$ cat src/rtl/gf16_const_mul_if.sv
// Operand/result bundle for gf16_const_mul; coef_err exists only when GF16_COEF_CHK_EN is defined.
interface gf16_const_mul_if #(
  parameter int unsigned LANES = 4
);
  logic                 in_valid;
  logic [3:0]           m;
  logic [4*LANES-1:0]   a;
  logic                 out_valid;
  logic [4*LANES-1:0]   q;
`ifdef GF16_COEF_CHK_EN
  logic                 coef_err;

  modport master (output in_valid, m, a, input out_valid, q, coef_err);
  modport slave  (input in_valid, m, a, output out_valid, q, coef_err);
`else
  modport master (output in_valid, m, a, input out_valid, q);
  modport slave  (input in_valid, m, a, output out_valid, q);
`endif
endinterface

$ cat src/rtl/gf16_const_mul.sv
// Registered GF(2^4) lane-wise constant multiplier (x^4 + POLY reduction), 1-cycle latency.
// Optional coefficient range flag coef_err is built when GF16_COEF_CHK_EN is defined.
module gf16_const_mul #(
  parameter int unsigned LANES = 4,
  parameter logic [3:0]  POLY  = 4'h3
) (
  input  logic              clk,
  input  logic              rst,
  gf16_const_mul_if.slave   bus
);

  function automatic logic [3:0] gf_mul(input logic [3:0] c, input logic [3:0] x);
    logic [3:0] p;
    logic [3:0] t;
    p = '0;
    t = x;
    for (int unsigned k = 0; k < 4; k++) begin
      if (c[k]) p = p ^ t;
      t = {t[2:0], 1'b0} ^ (t[3] ? POLY : 4'h0);
    end
    return p;
  endfunction

  logic [4*LANES-1:0] q_d, q_q;
  logic               out_valid_d, out_valid_q;
  logic [4*LANES-1:0] prod;

  always_comb begin
    prod = '0;
    for (int unsigned i = 0; i < LANES; i++) begin
      prod[4*i +: 4] = gf_mul(bus.m, bus.a[4*i +: 4]);
    end
  end

  // q holds its last product while idle; only out_valid drops.
  always_comb begin
    q_d         = q_q;
    out_valid_d = 1'b0;
    if (bus.in_valid) begin
      q_d         = prod;
      out_valid_d = 1'b1;
    end
  end

  always_ff @(posedge clk) begin
    if (rst) begin
      q_q         <= '0;
      out_valid_q <= 1'b0;
    end else begin
      q_q         <= q_d;
      out_valid_q <= out_valid_d;
    end
  end

  assign bus.q         = q_q;
  assign bus.out_valid = out_valid_q;

`ifdef GF16_COEF_CHK_EN
  logic coef_err_d, coef_err_q;

  always_comb begin
    coef_err_d = 1'b0;
    if (bus.in_valid) begin
      coef_err_d = !(bus.m == 4'd1 || bus.m == 4'd2 || bus.m == 4'd3);
    end
  end

  always_ff @(posedge clk) begin
    if (rst) coef_err_q <= 1'b0;
    else     coef_err_q <= coef_err_d;
  end

  assign bus.coef_err = coef_err_q;
`endif

endmodule

$ cat src/flat_wrapper.sv
// flat-port wrapper written by rule: the top's interface ports become plain ports
module gf16_const_mul_flat 
#(
  parameter int unsigned LANES = 4,
  parameter logic [3:0]  POLY  = 4'h3
)
  (clk, rst, bus_in_valid, bus_m, bus_a, bus_out_valid, bus_q);
  gf16_const_mul_if #(.LANES(LANES)) bus_i ();
  input  logic clk;
  input  logic rst;
  input wire logic [$bits(bus_i.in_valid)-1:0] bus_in_valid;
  input wire logic [$bits(bus_i.m)-1:0] bus_m;
  input wire logic [$bits(bus_i.a)-1:0] bus_a;
  output wire logic [$bits(bus_i.out_valid)-1:0] bus_out_valid;
  output wire logic [$bits(bus_i.q)-1:0] bus_q;
  assign bus_i.in_valid = bus_in_valid;
  assign bus_i.m = bus_m;
  assign bus_i.a = bus_a;
  assign bus_out_valid = bus_i.out_valid;
  assign bus_q = bus_i.q;
  gf16_const_mul #(.LANES(LANES), .POLY(POLY)) u_core (.clk(clk), .rst(rst), .bus(bus_i));
endmodule
$ cat config.mk
export PLATFORM = sky130hd
export DESIGN_NAME = gf16_const_mul_flat
export DESIGN_NICKNAME = d
export VERILOG_FILES = /design/src/rtl/gf16_const_mul_if.sv /design/src/rtl/gf16_const_mul.sv /design/src/flat_wrapper.sv
export SDC_FILE = /design/constraint.sdc
export NUM_CORES = 1
export LEC_CHECK = 0
export CAP_MARGIN = 20
export CORE_UTILIZATION = 46
export CTS_BUF_LIST = sky130_fd_sc_hd__clkbuf_8
export CTS_CLUSTER_DIAMETER = 150
export CTS_CLUSTER_SIZE = 10
export DETAILED_ROUTE_END_ITERATION = 6
export PLACE_DENSITY = 0.9
export SYNTH_ARGS = -nofsm -noshare
export SYNTH_HDL_FRONTEND = slang
export SYNTH_SLANG_ARGS = --single-unit
$ cat constraint.sdc
create_clock -name clk -period 1.7 [get_ports clk]
set_clock_uncertainty 0.05 [all_clocks]
set_input_delay 0.51 -clock clk [delete_from_list [all_inputs] [get_ports clk]]
set_output_delay 0.51 -clock clk [all_outputs]
set_load 0.02 [all_outputs]
==> reports/qor.txt <==
Critical path's largest stage delay -> 310 ps
Shortest clock period the worst path allows after layout -> 1636 ps
Largest family of logic cells by synthesized area -> XOR/XNOR gates
Chip Width -> 60.17 um
Most frequent cell after synthesis -> sky130_fd_sc_hd__nand2_1
Cell types with the highest counts after synthesis -> 49 x sky130_fd_sc_hd__nand2_1, 47 x sky130_fd_sc_hd__xnor2_1, 18 x sky130_fd_sc_hd__nor2_1, 17 x sky130_fd_sc_hd__dfxtp_1, 13 x sky130_fd_sc_hd__a211oi_1
Post-synth net total -> 224
Hold bufs inserted after CTS -> 0
Type of the tightest min-delay check -> flip-flop to flip-flop
Remaining antenna violation count after routing -> 0
Share of async-settable or async-resettable flops after synthesis -> 0%
Number of hold violations in the final report -> 0
Global-route wire length before repair -> 6.430 mm
Simple-gate share of the synthesized area -> 21.70%
Portion of netlist area occupied by mux cells -> 7.154%
Worst path arrival time -> 1760 ps
TritonCTS Buffers -> 3
Startpoint of the lowest-slack register-to-register path -> u_core.bus.q[14]
VDD IR-drop max -> 0.2856 mV
Top FF cell, synth -> sky130_fd_sc_hd__dfxtp_1
Element type at the critical path end -> flip-flop
Max cap viols -> 0
Relative slew slack -> 71.70%
Relative area change from synthesis to final layout -> 47.35%
Number of distinct standard cells referenced by the synthesized netlist -> 23
Highest fanout seen on the critical path -> 5
Pwr Density -> 618.2 nW/um^2
Number of I/O pins -> 40
Source-to-sink clock delay at the later pin of the worst-skew pair -> 250 ps
Yosys warning total -> 0
Final wirelength -> 4.348 mm
Timing-limited maximum frequency -> 0.6111 GHz
Maximum buffer depth of the clock tree -> 2
Part of the cycle the worst path needs -> 96.26%
Xor-xnor portion of the synthesized cell area -> 28.70%
Overall track demand over capacity in global routing -> 23.69%
Worst Hold Path Cells -> 2
Endpoint, Worst Hold -> u_core.bus.q[9]
Setup total negative slack -> 0 ps
CTS clock-pin slew for the worst setup and hold paths -> 60 ps
Reported leakage power -> 0.001046 uW
Number of clock sinks seen by CTS -> 17
Count of vias placed by the detailed router -> 1,576
Fraction of synthesized cell area taken by the top area cell type -> 26.45%
Crit path required time -> 1820 ps
Gate count of the mapped netlist -> 201
Number of nets in the final layout -> 284
Filler cells -> 236
Total power -> 1418 uW
Result of the run -> finished clean
Maximum number of pins on one net before global-route repair -> 29
Final count of negative-setup-slack endpoints -> 0
Die height -> 60.17 um
Number of enable flip-flop cells after synthesis -> 0
Placed wire-length estimate -> 2.869 mm
Core outline area -> 3128 um^2
Effective utilization at floorplan -> 49.76%
Antenna diode count -> 0
Cell type contributing the most total cell area after synthesis -> sky130_fd_sc_hd__xnor2_1
Leftover overflow at the end of global routing -> 0
Vias in the first global route -> 1,412
Adder-cell share of the synthesized area -> 0%
Worst reg-to-reg setup slack -> 920 ps
R2r worst-path depth -> 2
Port Buffer Count -> 39
Buffers and inverters on the worst path -> 2
1st-pass router iterations -> 4
Seq/Total Area, Yosys -> 21.86%
DRC violation total after the first TritonRoute iteration -> 86
Transition time at the pin with the least slew margin -> 418.8 ps
Hold_sp -> u_core.bus.q[9]
Fraction of layout cells with a size suffix above 1 -> 25.38%
Worst setup path class -> input pin to flip-flop
CP startpoint kind -> input pin
Top Family by Delay on Critical Path -> compound AO/OA/AOI/OAI gates
Synth area leaders -> sky130_fd_sc_hd__xnor2_1 26%, sky130_fd_sc_hd__dfxtp_1 22%, sky130_fd_sc_hd__nand2_1 12%, sky130_fd_sc_hd__a211oi_1 6.3%, sky130_fd_sc_hd__nor2_1 4.3%
Flop and latch count out of synthesis -> 17
Post-synthesis compound-gate area fraction -> 13.18%
Average footprint of a synthesized cell -> 7.744 um^2
Max H-tree Level -> 1
Post-DR vias/cell -> 5.184
Max-slew violation count -> 0
Full die area -> 3620 um^2
Synth Cell Area -> 1556 um^2
Detail-routed net length per standard cell -> 14.30 um
Total DRC errors in the routed layout -> 0
CP Cell Sequence -> clkdlybuf4s15_1 -> buf_6 -> mux2_4 -> a221oi_4 -> xnor2_2 -> a211oi_2
Antenna violations before repair -> 0
Worst r2r dst -> u_core.bus.q[14]
TritonCTS clock tree -> done
Standard-cell rows -> 20
Buffer type at the clock tree root -> sky130_fd_sc_hd__clkbuf_8
Master of the slowest instance on the critical path -> sky130_fd_sc_hd__a221oi_4
Final weighted congestion in routability-driven placement -> 0.7835
[report_power, final]
part,switching (uW),total [uW],internal (uW)
Sequential,20.4,460,440
Combinational,336,666,329
Clock,131,292,160
[through the flow]
| stage | setup slack (ps) | area (um^2) | instances | utilization, % | hold WS [ps] |
|---|---|---|---|---|---|
| after floorplan | 7.111 | 1559 | 201 | - | 483.4 |
| after global placement | -466.8 | 2140 | 297 | 68.40 | 392.5 |
| after detailed placement | -536.1 | 2140 | 297 | 68.40 | 403.9 |
| after CTS | 8.207 | 2222 | 304 | 71.04 | 413.2 |
| after global routing | -15.70 | 2293 | 304 | 73.32 | 447.1 |
| final | 63.54 | 2293 | 304 | 73.32 | 409.7 |
[sequential cells by signal, indices dropped and copies added, names as in the netlist]
signal,cells
u_core.bus.q,16
u_core.bus.out_valid,1
[worst max path at each step]
stage	from	end	slack, ps	cells past startpoint
after floorplan	bus_a[3]	u_core.bus.q[3]	7	6
after global routing	bus_m[2]	u_core.bus.q[1]	-20	7
final	bus_a[3]	u_core.bus.q[2]	60	6
after CTS	bus_a[12]	u_core.bus.q[14]	8	6
after global placement	bus_m[3]	u_core.bus.q[14]	-470	6
after detailed placement	bus_m[3]	u_core.bus.q[3]	-540	6
[layout make-up]
type / instances / area, um^2 / share of cell area [%]
clock buffers: 3 / 41.29 / 1.800
clock inverters: 1 / 3.754 / 0.1637
inverters: 2 / 7.507 / 0.3273
multi-input cells: 164 / 1212 / 52.86
flip-flops and latches: 17 / 340.3 / 14.84
well taps: 44 / 55.05 / 2.400
repair buffers: 73 / 633.1 / 27.61
[layout by cell type (no fill, tap or decap), types with 2 or more instances in the layout]
| cell type | n |
|---|---|
| sky130_fd_sc_hd__clkbuf_2 | 4 |
| sky130_fd_sc_hd__inv_1 | 3 |
| sky130_fd_sc_hd__mux2i_1 | 4 |
| sky130_fd_sc_hd__dlymetal6s2s_1 | 4 |
| sky130_fd_sc_hd__xor2_2 | 4 |
| sky130_fd_sc_hd__clkdlybuf4s50_1 | 3 |
| sky130_fd_sc_hd__a211oi_2 | 3 |
| sky130_fd_sc_hd__o21ai_0 | 3 |
| sky130_fd_sc_hd__buf_4 | 25 |
| sky130_fd_sc_hd__xnor2_2 | 5 |
| sky130_fd_sc_hd__nor2b_1 | 4 |
| sky130_fd_sc_hd__xnor2_1 | 42 |
| sky130_fd_sc_hd__nor4bb_1 | 3 |
| sky130_fd_sc_hd__buf_2 | 2 |
| sky130_fd_sc_hd__clkdlybuf4s15_1 | 2 |
| sky130_fd_sc_hd__clkbuf_8 | 3 |
| sky130_fd_sc_hd__dfxtp_1 | 17 |
| sky130_fd_sc_hd__nand2b_1 | 2 |
| sky130_fd_sc_hd__a21oi_1 | 4 |
| sky130_fd_sc_hd__a221oi_2 | 3 |
| sky130_fd_sc_hd__buf_6 | 6 |
| sky130_fd_sc_hd__mux2_4 | 4 |
| sky130_fd_sc_hd__nor2_1 | 18 |
| sky130_fd_sc_hd__nand2_1 | 49 |
| sky130_fd_sc_hd__dlygate4sd2_1 | 26 |
| sky130_fd_sc_hd__a211oi_1 | 10 |
[metal layers]
metal / routed length, um / track usage [%] / vias to the layer above
met5: 0 / 0 / -
met4: 123 / 10.30 / 0
met3: 190 / 1.515 / 13
met2: 2119 / 39.72 / 57
met1: 1914 / 30.94 / 736
li1: - / - / 770
[tightest hold or removal path: cells and delay by family (launching register included)]
family	cells	cell delay, ps
flops	1	330
compound gates	1	60
simple gates	1	50
[cells by family (layout without fill, tap and decap cells)]
kind of cell           Yosys count  after routing
AND/OR/NAND/NOR                 78             78
flip-flops                      17             17
buffers and inverters           20             79
AO/OA/AOI/OAI                   26             26
multiplexers                     9              9
XOR/XNOR                        51             51
[what timing repair did]
| item | 4_1_cts | 5_1_grt |
|---|---|---|
| buffers inserted | 1 | 0 |
| pin swaps | 9 | 6 |
| gates resized for setup | 45 | 25 |
| setup endpoints to repair | 33 | 12 |
| cloned | 2 | 0 |
No activity file was read; power rests on OpenSTA's default activity.
